--- config.mk ---
export PLATFORM = sky130hd
export DESIGN_NAME = rx_packet_ctrl
export DESIGN_NICKNAME = d
export VERILOG_FILES = /design/src/rtl/rx_packet_ctrl.sv
export SDC_FILE = /design/constraint.sdc
export NUM_CORES = 1
export LEC_CHECK = 0
export CAP_MARGIN = 20
export CORE_ASPECT_RATIO = 0.9
export CORE_MARGIN = 4
export CORE_UTILIZATION = 35
export DETAILED_ROUTE_END_ITERATION = 16
export HOLD_SLACK_MARGIN = 0.08
export PLACE_DENSITY = 0.51
export SYNTH_ARGS = -nofsm -noshare
export SYNTH_HDL_FRONTEND = slang
export SYNTH_SLANG_ARGS = --single-unit
--- constraint.sdc ---
create_clock -name CLK -period 3.9 [get_ports CLK]
set_input_delay 1.17 -clock CLK [delete_from_list [all_inputs] [get_ports CLK]]
set_output_delay 1.17 -clock CLK [all_outputs]
set_load 0.005 [all_outputs]
--- src/rtl/rx_packet_ctrl.sv ---
// Frame controller behind the RS232 receiver: parses SOF/LEN/payload/CHK frames into a
// local buffer, reports framing errors and overruns, and hands whole packets to the host.
module rx_packet_ctrl #(
   parameter int          MAXLEN  = 16,
   parameter int          AW      = 4,
   parameter logic [7:0]  SOF     = 8'hAA,
   parameter int          TW      = 18,
   parameter int          TIMEOUT = 168750
) (
   input  logic       CLK,
   input  logic       RST,
   input  logic       EOR,
   input  logic [7:0] D,
   input  logic       DVD,
   input  logic       RD,
   output logic [7:0] Q,
   output logic       QV,
   output logic       PKT_RDY,
   output logic [7:0] LEN_OUT,
   output logic       ERR,
   output logic [1:0] ERR_CODE,
   output logic       OVR
);

   typedef enum logic [2:0] {
      S_IDLE,
      S_LEN,
      S_PAY,
      S_CHK,
      S_READY
   } state_t;

   localparam logic [TW-1:0] TO_LAST  = TW'(TIMEOUT - 2);
   localparam logic [7:0]    MAXLEN_B = 8'(MAXLEN);

   localparam logic [1:0] E_TIMEOUT = 2'b00;
   localparam logic [1:0] E_PARITY  = 2'b01;
   localparam logic [1:0] E_LENGTH  = 2'b10;
   localparam logic [1:0] E_CHKSUM  = 2'b11;

   state_t          state_q, state_n;
   logic            eor_d;
   logic            stb;
   logic [7:0]      len_q;
   logic [7:0]      acc_q;
   logic [AW-1:0]   wptr_q;
   logic [AW-1:0]   rptr_q;
   logic [TW-1:0]   tcnt_q;
   logic [7:0]      mem [MAXLEN];

   logic            err_n;
   logic [1:0]      code_n;
   logic            load_len;
   logic            pay_wr;
   logic            chk_ok;
   logic            rd_fire;
   logic            rd_last;
   logic            ovr_set;
   logic            t_hit;
   logic            in_frame;

   assign stb      = EOR & ~eor_d;
   assign in_frame = (state_q == S_LEN) || (state_q == S_PAY) || (state_q == S_CHK);
   // Timeout fires on the edge where the counter would reach TIMEOUT-1; a strobe wins.
   assign t_hit    = in_frame && !stb && (tcnt_q == TO_LAST);

   always_ff @(posedge CLK) begin
      if (!RST) state_q <= S_IDLE;
      else      state_q <= state_n;
   end

   always_comb begin
      state_n  = state_q;
      err_n    = 1'b0;
      code_n   = E_TIMEOUT;
      load_len = 1'b0;
      pay_wr   = 1'b0;
      chk_ok   = 1'b0;
      rd_fire  = 1'b0;
      rd_last  = 1'b0;
      ovr_set  = 1'b0;
      unique case (state_q)
         S_IDLE: begin
            if (stb && DVD && (D == SOF)) state_n = S_LEN;
         end
         S_LEN: begin
            if (stb) begin
               if (!DVD) begin
                  err_n = 1'b1; code_n = E_PARITY; state_n = S_IDLE;
               end else if ((D >= 8'd1) && (D <= MAXLEN_B)) begin
                  load_len = 1'b1; state_n = S_PAY;
               end else begin
                  err_n = 1'b1; code_n = E_LENGTH; state_n = S_IDLE;
               end
            end else if (t_hit) begin
               err_n = 1'b1; code_n = E_TIMEOUT; state_n = S_IDLE;
            end
         end
         S_PAY: begin
            if (stb) begin
               if (!DVD) begin
                  err_n = 1'b1; code_n = E_PARITY; state_n = S_IDLE;
               end else begin
                  pay_wr = 1'b1;
                  if (8'(wptr_q) == len_q - 8'd1) state_n = S_CHK;
               end
            end else if (t_hit) begin
               err_n = 1'b1; code_n = E_TIMEOUT; state_n = S_IDLE;
            end
         end
         S_CHK: begin
            if (stb) begin
               if (!DVD) begin
                  err_n = 1'b1; code_n = E_PARITY; state_n = S_IDLE;
               end else if (D == acc_q) begin
                  chk_ok = 1'b1; state_n = S_READY;
               end else begin
                  err_n = 1'b1; code_n = E_CHKSUM; state_n = S_IDLE;
               end
            end else if (t_hit) begin
               err_n = 1'b1; code_n = E_TIMEOUT; state_n = S_IDLE;
            end
         end
         S_READY: begin
            ovr_set = stb;
            if (RD) begin
               rd_fire = 1'b1;
               if (8'(rptr_q) == len_q - 8'd1) begin
                  rd_last = 1'b1; state_n = S_IDLE;
               end
            end
         end
         default: state_n = S_IDLE;
      endcase
   end

   always_ff @(posedge CLK) begin
      if (!RST) begin
         eor_d    <= 1'b0;
         tcnt_q   <= '0;
         len_q    <= '0;
         acc_q    <= '0;
         wptr_q   <= '0;
         rptr_q   <= '0;
         Q        <= '0;
         QV       <= 1'b0;
         PKT_RDY  <= 1'b0;
         LEN_OUT  <= '0;
         ERR      <= 1'b0;
         ERR_CODE <= E_TIMEOUT;
         OVR      <= 1'b0;
      end else begin
         eor_d <= EOR;
         ERR   <= err_n;
         QV    <= rd_fire;
         if (err_n) ERR_CODE <= code_n;

         if (stb || !in_frame)       tcnt_q <= '0;
         else if (tcnt_q != '1)      tcnt_q <= tcnt_q + TW'(1);

         if (load_len) begin
            len_q  <= D;
            acc_q  <= D;
            wptr_q <= '0;
         end
         if (pay_wr) begin
            acc_q  <= acc_q ^ D;
            wptr_q <= wptr_q + AW'(1);
         end
         if (chk_ok) begin
            PKT_RDY <= 1'b1;
            LEN_OUT <= len_q;
         end
         if (ovr_set) OVR <= 1'b1;
         if (rd_fire) begin
            Q      <= mem[rptr_q];
            rptr_q <= rptr_q + AW'(1);
         end
         // Draining the last byte releases the buffer, so it also clears the overrun flag.
         if (rd_last) begin
            PKT_RDY <= 1'b0;
            LEN_OUT <= '0;
            OVR     <= 1'b0;
            rptr_q  <= '0;
         end
      end
   end

   always_ff @(posedge CLK) begin
      if (pay_wr) mem[wptr_q] <= D;
   end

endmodule

=== Word level (Yosys, flattened, before mapping) ===
Memories as Yosys holds them, arrays and structs flattened. A register that Yosys moved wholly into a read port is not among the register bits.
Index checks and enable logic that the tools add are counted.
Widths: inputs -> output; s select.

* Register bits: 60
* RAM bits: 128
* Output and inout bits: 22
* Logic and storage cells: 110
* Memories: 1

* Add/subtract/negate cells: 4
* Order comparisons: 2
* Eq/ne operators: 14
* Multiplexer cells: 56
* Bitwise logic cells: 4
* Reductions and logical operators: 16

{| class="wikitable"
|+ Memories
! name !! depth !! bits a word !! read ports !! clocked after memory_dff !! write ports !! RTL line !! source
|-
| mem || 16 || 8 || 1 || 1 || 1 || 49 || <nowiki>logic [7:0] mem [MAXLEN];</nowiki>
|}

{| class="wikitable"
|+ Operators with widths
! cell !! number
|-
| $mux 3 || 11
|-
| $mux 1 || 29
|-
| $add 18x1->18 const B || 1
|-
| $eq 18x18->1 const B || 1
|-
| $mux 2 || 9
|-
| $ne 18x18->1 const B || 1
|-
| $eq 4x8->1 || 2
|-
| $mux 8 || 2
|-
| $pmux 3 s5 || 1
|-
| $add 4x1->4 const B || 2
|-
| $eq 8x8->1 || 1
|-
| $eq 8x8->1 const B || 1
|-
| $ge 8x1->1 const B || 1
|-
| $le 8x5->1 const B || 1
|-
| $mux 4 || 2
|-
| $sub 8x1->8 const B || 1
|-
| $xor 8x8->8 || 1
|-
| $eq 3x2->1 const B || 2
|-
| $ne 2x2->1 const B || 3
|-
| $pmux 2 s3 || 1
|-
| $logic_and 1x1->1 || 5
|-
| $ne 4x3->1 const B || 1
|-
| $reduce_and 4->1 || 1
|-
| $reduce_or 2->1 || 2
|-
| 9 further kinds || 14
|}

=== Longest topological paths before layout ===
Gate-level depths: netlist of run 1.

* Depth in word-level cells: 8
* Depth in mapped cells: 9
* Mapped depth without buffers: 8

=== Least setup slack after synthesis of run 1 ===
Ideal clock, no wire load.

* Path type: input-to-reg
* From: input port DVD
* To: memory mem[0][0] (enable)
* Data arrival time: 2.788 ns
* Slack: 0.728 ns
* Cell stages on the path: 5
* Path buffers: 1
* Cells stage by stage: nand3b_1 > nor3b_2 > clkbuf_1 > nand2_1 > nor3_1

* Cells in the longest elaborated chain, start to end: 5

{| class="wikitable"
|+ Ends and longest elaborated chain
! item !! RTL line !! source
|-
| start: declaration || 14 || <nowiki>input logic DVD,</nowiki>
|-
| $mux 1 || 101 || <nowiki>if (!DVD) begin</nowiki>
|-
| $mux 1 || 100 || <nowiki>if (stb) begin</nowiki>
|-
| $mux 1 || 82 || <nowiki>unique case (state_q)</nowiki>
|-
| $mux 1 || 190 || <nowiki>if (pay_wr) mem[wptr_q] <= D;</nowiki>
|-
| $mux 1 (not written as such) || 190 ||
|-
| end: declaration || 49 ||
|}

No other way between the ends.

=== Final worst setup path of run 1 ===
* From: input port D[2]
* To: register LEN_OUT[7]

* Cells in the longest elaborated chain, start to end: 5

{| class="wikitable"
|+ Ends and longest elaborated chain
! item !! RTL line !! source
|-
| start: declaration || 13 || <nowiki>input logic [7:0] D,</nowiki>
|-
| $eq 8x8->1 || 115 || <nowiki>end else if (D == acc_q) begin</nowiki>
|-
| $mux 1 || 115 ||
|-
| $mux 1 || 113 || <nowiki>if (!DVD) begin</nowiki>
|-
| $mux 1 || 112 || <nowiki>if (stb) begin</nowiki>
|-
| $mux 1 || 82 ||
|-
| end signal: assignment || 172 || <nowiki>LEN_OUT <= len_q;</nowiki>
|-
| end: declaration || 19 || <nowiki>output logic [7:0] LEN_OUT,</nowiki>
|}

No other way between the ends.
A chain may end at the register's enable or synchronous reset.

==> flow_summary.ini, run 1 <==
[hold_path]
hp-start = Q[6]
min_path_cells = 2
hold-path-endpoint = Q[6]
hp-class = reg2reg

[worst_setup_path]
critPathLaunch = D[2]
reg2reg_slack_ps = 1330
cp_max_fo = 10
cp_data_arrival_time_ps = 3300
path_class = in2reg
critPathLaunchType = primary input
r2r_end = rptr_q[2]
worstSetupEndpointType = register
rr_startpoint = len_q[0]
crit_required_ps = 4200
r2r_cells = 7

[cts]
path_clk_slew_ps = 70
clock-sinks = 196
cts-root-buf = clkbuf_16
clk_latency_ps = 430
cts_resized = 0
postCtsHoldBufs = 0
cts_buffer_depth = 2
cts_tree = built
htree_num_levels = 4
post-cts-setup-buffers = 0
cts_made_buffers = 17

[detailed_routing]
wl_um = 19200
drtIter0Drc = 439
drc = 0
wl_per_cell_um = 20.1
first_pass_iters = 5
via_per_inst = 5.22
routed-via-count = 4987
ant_nets = 0

[final_layout]
multi_input_area_um2 = 2780
fin_nets = 667
drive_above_1_share = 0.171
fill_cells = 2080
area.growth.synth_to_final_pct = 17.4
insertedDiodeCount = 0
finish.utilization = 0.422
postLayoutCellArea_um2 = 9580
seqCellArea_um2 = 5210

[sta]
min_period_ps = 3010
timing.slew.headroom = 0.487
rsz0062_at_grt = no
setup_viol = 0
finalCritPeriodShare = 0.771
final.setup_skew_ps = 10.0
finalMaxSlewViolations = 0
tightest_slew_ps = 769
hold_violations = 0
fmax_ghz = 0.333
finalSetupTns_ps = 0

[grt]
grt_first_pass_wirelength_um = 30100
grt_usage = 0.154
grt_overflow_total = 0
grt_pass1_vias = 4911
grt_max_degree = 26
antenna_found_initial = 0

[placement]
portBuffers = 34
place_area_um2 = 9000
dp_hpwl_um = 13300
gp_congestion = 0.764

[power_and_ir_drop]
cellPowerDensity_nw_per_um2 = 420
ir_drop_mv = 0.259
power.leakage_uw = 0.00310

[yosys]
synth-edff-count = 128
async_flop_share = 0
ys_warn_count = 0
synth_cells = 589
yosysSeqAreaShare = 0.638
synth_area_um2 = 8160
ys_dominant_reg_cell = edfxtp_1
ys_ff_latch = 196
ys_types = 49
syn_nets = 610
synth_area_per_cell_um2 = 13.9

[floorplan]
start_util = 0.359
ios = 35
dieWidth_um = 169
rows = 52
die_y_um = 153
dieArea_um2 = 25800
coreArea_um2 = 22700

[job]
max-cap-violations = 0

[run_status]
outcome = finished clean
==> state kept, by name, indices dropped and copies added, names as in the netlist <==
name / flops
len_q: 8
wptr_q: 4
PKT_RDY: 1
LEN_OUT: 8
state_q: 3
eor_d: 1
ERR_CODE: 2
Q: 8
mem: 128
ERR: 1
OVR: 1
rptr_q: 4
QV: 1
acc_q: 8
tcnt_q: 18
==> critical path: stages <==
cell and delay, ps:
clkdlybuf4s50_1 560, xor2_1 210, nor4_1 390, nand3_1 230, or2_1 470, mux2i_1 220
nor2_1 60
==> cell usage after synthesis (all sizes together) (2+ instances only) <==
cell    instances  area (um^2)
xnor2          12          113
nor2           57          214
nand2          53          199
a211oi          5         37.5
o21ai           6         30.0
o211ai          4         30.0
or4b            2         20.0
xor2           25          219
a21oi          31          159
edfxtp        128         3840
or3             2         12.5
o21a            3         22.5
nor4            7         50.1
nand4           9         56.3
ha              8          100
inv             9         33.8
nand3b          6         45.0
nand2b          5         31.3
buf            10         57.6
dfxtp          68         1360
and3            5         31.3
a31oi           2         12.5
nor3b           3         32.5
mux2i          13          130
nand3          18         90.1
mux4           40          901
a311oi          2         17.5
and2            3         18.8
nor3           16         80.1
clkbuf         22         82.6
nor2b           2         12.5
and4            2         17.5
or4             2         15.0
==> where the power goes <==
part	total [uW]	switching, uW	internal (uW)	leakage (uW)
Clock	1740	786	956	0.000280
Sequential	2210	0.346	2210	0.00170
Combinational	77.6	53.2	24.3	0.00112
Total	4020	840	3190	0.00310
==> metal layers <==
metal	up-vias	global-route usage	wire, um	part of all wire
li1	2321	-	-	-
met1	2565	0.241	9820	0.51
met2	89	0.219	8480	0.44
met3	12	0.0313	760	0.040
met4	0	0.0394	170	0.0088
met5	-	0	0	0
==> worst max-delay path by stage <==
stage | end | slack [ps] | cells past startpoint
floorplan | mem[0][0] | 730 | 5
global placement | LEN_OUT[0] | 470 | 7
detailed placement | LEN_OUT[7] | 430 | 7
CTS | LEN_OUT[7] | 900 | 7
global route | LEN_OUT[5] | 690 | 7
finish | LEN_OUT[7] | 890 | 7
==> cell usage in the layout, fill, tap and decap left out, drive strengths merged, types with 9 or more instances in the layout <==
master,n
xor2,25
inv,14
xnor2,12
dfxtp,68
a21oi,31
nand2,53
clkdlybuf4s50,34
nand4,9
nor3,16
mux4,40
nand3,18
nor2,57
clkbuf,19
mux2i,13
edfxtp,128
buf,36
==> stage by stage <==
stage | worst slack, ps | hold WS [ps] | total power [uW] | cells
CTS | 902 | 463 | 4070 | 956
finish | 895 | 457 | 4020 | 956
detailed placement | 430 | 452 | 2330 | 924
floorplan | 728 | 441 | 2270 | 589
global placement | 471 | 446 | 2330 | 924
global route | 694 | 479 | 4170 | 956
==> cell families after synthesis <==
kind of cell	count (synthesis)	synth area share
buf+inv	42	0.0218
flops	196	0.638
simple gates	196	0.118
compound gates	57	0.0434
xor+xnor	37	0.0406
mux	53	0.126
fa+ha+maj	8	0.0123
==> cell type report <==
cell class / instances / area share
Sequential cell: 196 / 0.543
Multi-Input combinational cell: 351 / 0.290
Timing Repair Buffer: 70 / 0.0637
Clock buffer: 19 / 0.0452
Tap cell: 297 / 0.0388
Clock inverter: 13 / 0.0151
Inverter: 10 / 0.00392
(Power assumes the default switching activity.)
==> run 2, diff against run 1 <==
==> constraint.sdc (replaced) <==
create_clock -name CLK -period 3 [get_ports CLK]
set_input_delay 0.9 -clock CLK [delete_from_list [all_inputs] [get_ports CLK]]
set_output_delay 0.9 -clock CLK [all_outputs]
set_load 0.005 [all_outputs]
==> flow_summary.ini, run 2 (synthesized netlist as in run 1, its figures left out) <==
[run_status]
outcome = finished clean

[detailed_routing]
routed-via-count = 5020
wl_per_cell_um = 18.9
ant_nets = 0
drc = 0
via_per_inst = 5.20
drtIter0Drc = 489
wl_um = 18200
first_pass_iters = 4

[sta]
finalCritPeriodShare = 0.902
timing.final.ws_setup_ps = 295
final.setup_skew_ps = 10.4
rsz0062_at_grt = no
tightest_slew_ps = 750
finalSetupTns_ps = 0
setup_viol = 0
fmax_ghz = 0.370
min_period_ps = 2700
timing.slew.headroom = 0.499
hold_violations = 0
finalMaxSlewViolations = 0

[floorplan]
ios = 35
dieWidth_um = 169
rows = 52
die_y_um = 153
coreArea_um2 = 22700
start_util = 0.359
dieArea_um2 = 25800

[final_layout]
layout_commonest_cell = edfxtp_1
fin_nets = 676
seqCellArea_um2 = 5210
fill_cells = 2029
insertedDiodeCount = 0
top_register = mem
layout_common_cells = edfxtp_1, dfxtp_1, nor2_1
multi_input_area_um2 = 2780
largestRegisters = mem x128, tcnt_q x18
largest_reg_flops = 128
drive_above_1_share = 0.183
postLayoutCellArea_um2 = 9690
area.growth.synth_to_final_pct = 18.7

[cts]
cts_resized = 0
clock-sinks = 196
cts_tree = built
cts-root-buf = clkbuf_16
cts_buffer_depth = 2
path_clk_slew_ps = 70
post-cts-setup-buffers = 0
postCtsHoldBufs = 0
cts_made_buffers = 17
htree_num_levels = 4
clk_latency_ps = 430

[worst_setup_path]
worstSetupEndpointType = register
cpPeakStageDelay_ps = 520
path_class = in2reg
r2r_cells = 8
path_buf_inv = 2
crit_required_ps = 3320
critPathLaunchType = primary input
cp_data_arrival_time_ps = 3030
slowest_stage = clkdlybuf4s50_1
cp_max_fo = 10
path_depth = 8
path_cells = clkdlybuf4s50_1 -> xor2_1 -> nor4_1 -> buf_4 -> nand3_1 -> or2_1 -> mux2i_1 -> nor2_1
crit_family = simple AND/OR/NAND/NOR gates

[power_and_ir_drop]
power.leakage_uw = 0.00315
ir_drop_mv = 0.343
cellPowerDensity_nw_per_um2 = 535

[placement]
dp_hpwl_um = 12400
place_ws_ps = -124
place_area_um2 = 9110
portBuffers = 34
gp_congestion = 0.799

[grt]
grt_first_pass_wirelength_um = 28800
grt_pass1_vias = 4947
grt_max_degree = 37
grt_overflow_total = 0
antenna_found_initial = 0
grt_usage = 0.145

[job]
max-cap-violations = 0

[hold_path]
hp-class = reg2reg
min_path_cells = 2
run 2: final timing paths:
check | slack, ps | from | endpoint
min reg2reg | 450 | PKT_RDY | PKT_RDY
max reg2reg | 640 | len_q[0] | state_q[0]
max | 300 | D[3] | LEN_OUT[3]
min | 450 | PKT_RDY | PKT_RDY
run 2: routing by layer:
| metal | share of wire | up-vias | global-route usage |
|---|---|---|---|
| li1 | - | 2337 | - |
| met2 | 0.45 | 111 | 0.211 |
| met3 | 0.050 | 15 | 0.0356 |
| met5 | 0 | - | 0 |
| met4 | 0.0099 | 0 | 0.0336 |
| met1 | 0.49 | 2557 | 0.220 |
run 2: power breakdown:
part | leakage [uW] | internal [uW] | switching [uW]
logic | 0.00118 | 38.0 | 71.2
clock network | 0.000275 | 1170 | 1030
registers | 0.00170 | 2870 | 0.552
run 2: worst min-delay path: stages, from the launching register on:
cell	delay [ps]
dfxtp_1	310
inv_1	50
a21oi_1	50
run 2: layout make-up:
class                      count  area share
multi-input combinational    351       0.287
timing repair buffer          79      0.0739
clock buffer                  18      0.0443
sequential                   196       0.537
clock inverter                14      0.0154
inverter                      10     0.00387
tap                          297      0.0384
run 2: per-stage QoR:
stage	power (uW)	hold slack (ps)	utilization	std cells
3_5_place_dp	3040	442	0.401	933
5_1_grt	5370	470	0.427	965
3_3_place_gp	3030	440	0.401	933
6_report	5180	451	0.427	965
2_1_floorplan	2960	441	-	589
4_1_cts	5250	453	0.427	965
==> run 3, diff against run 2 <==
--- a/config.mk
+++ b/config.mk
@@ -9,9 +9,11 @@
 export CORE_ASPECT_RATIO = 0.9
 export CORE_MARGIN = 4
 export CORE_UTILIZATION = 35
+export CTS_CLUSTER_SIZE = 40
 export DETAILED_ROUTE_END_ITERATION = 16
 export HOLD_SLACK_MARGIN = 0.08
 export PLACE_DENSITY = 0.51
+export SKIP_CTS_REPAIR_TIMING = 1
 export SYNTH_ARGS = -nofsm -noshare
 export SYNTH_HDL_FRONTEND = slang
 export SYNTH_SLANG_ARGS = --single-unit
==> results of run 3 <==
Same layout as run 2: the final DEF is identical, and so are final timing and power.
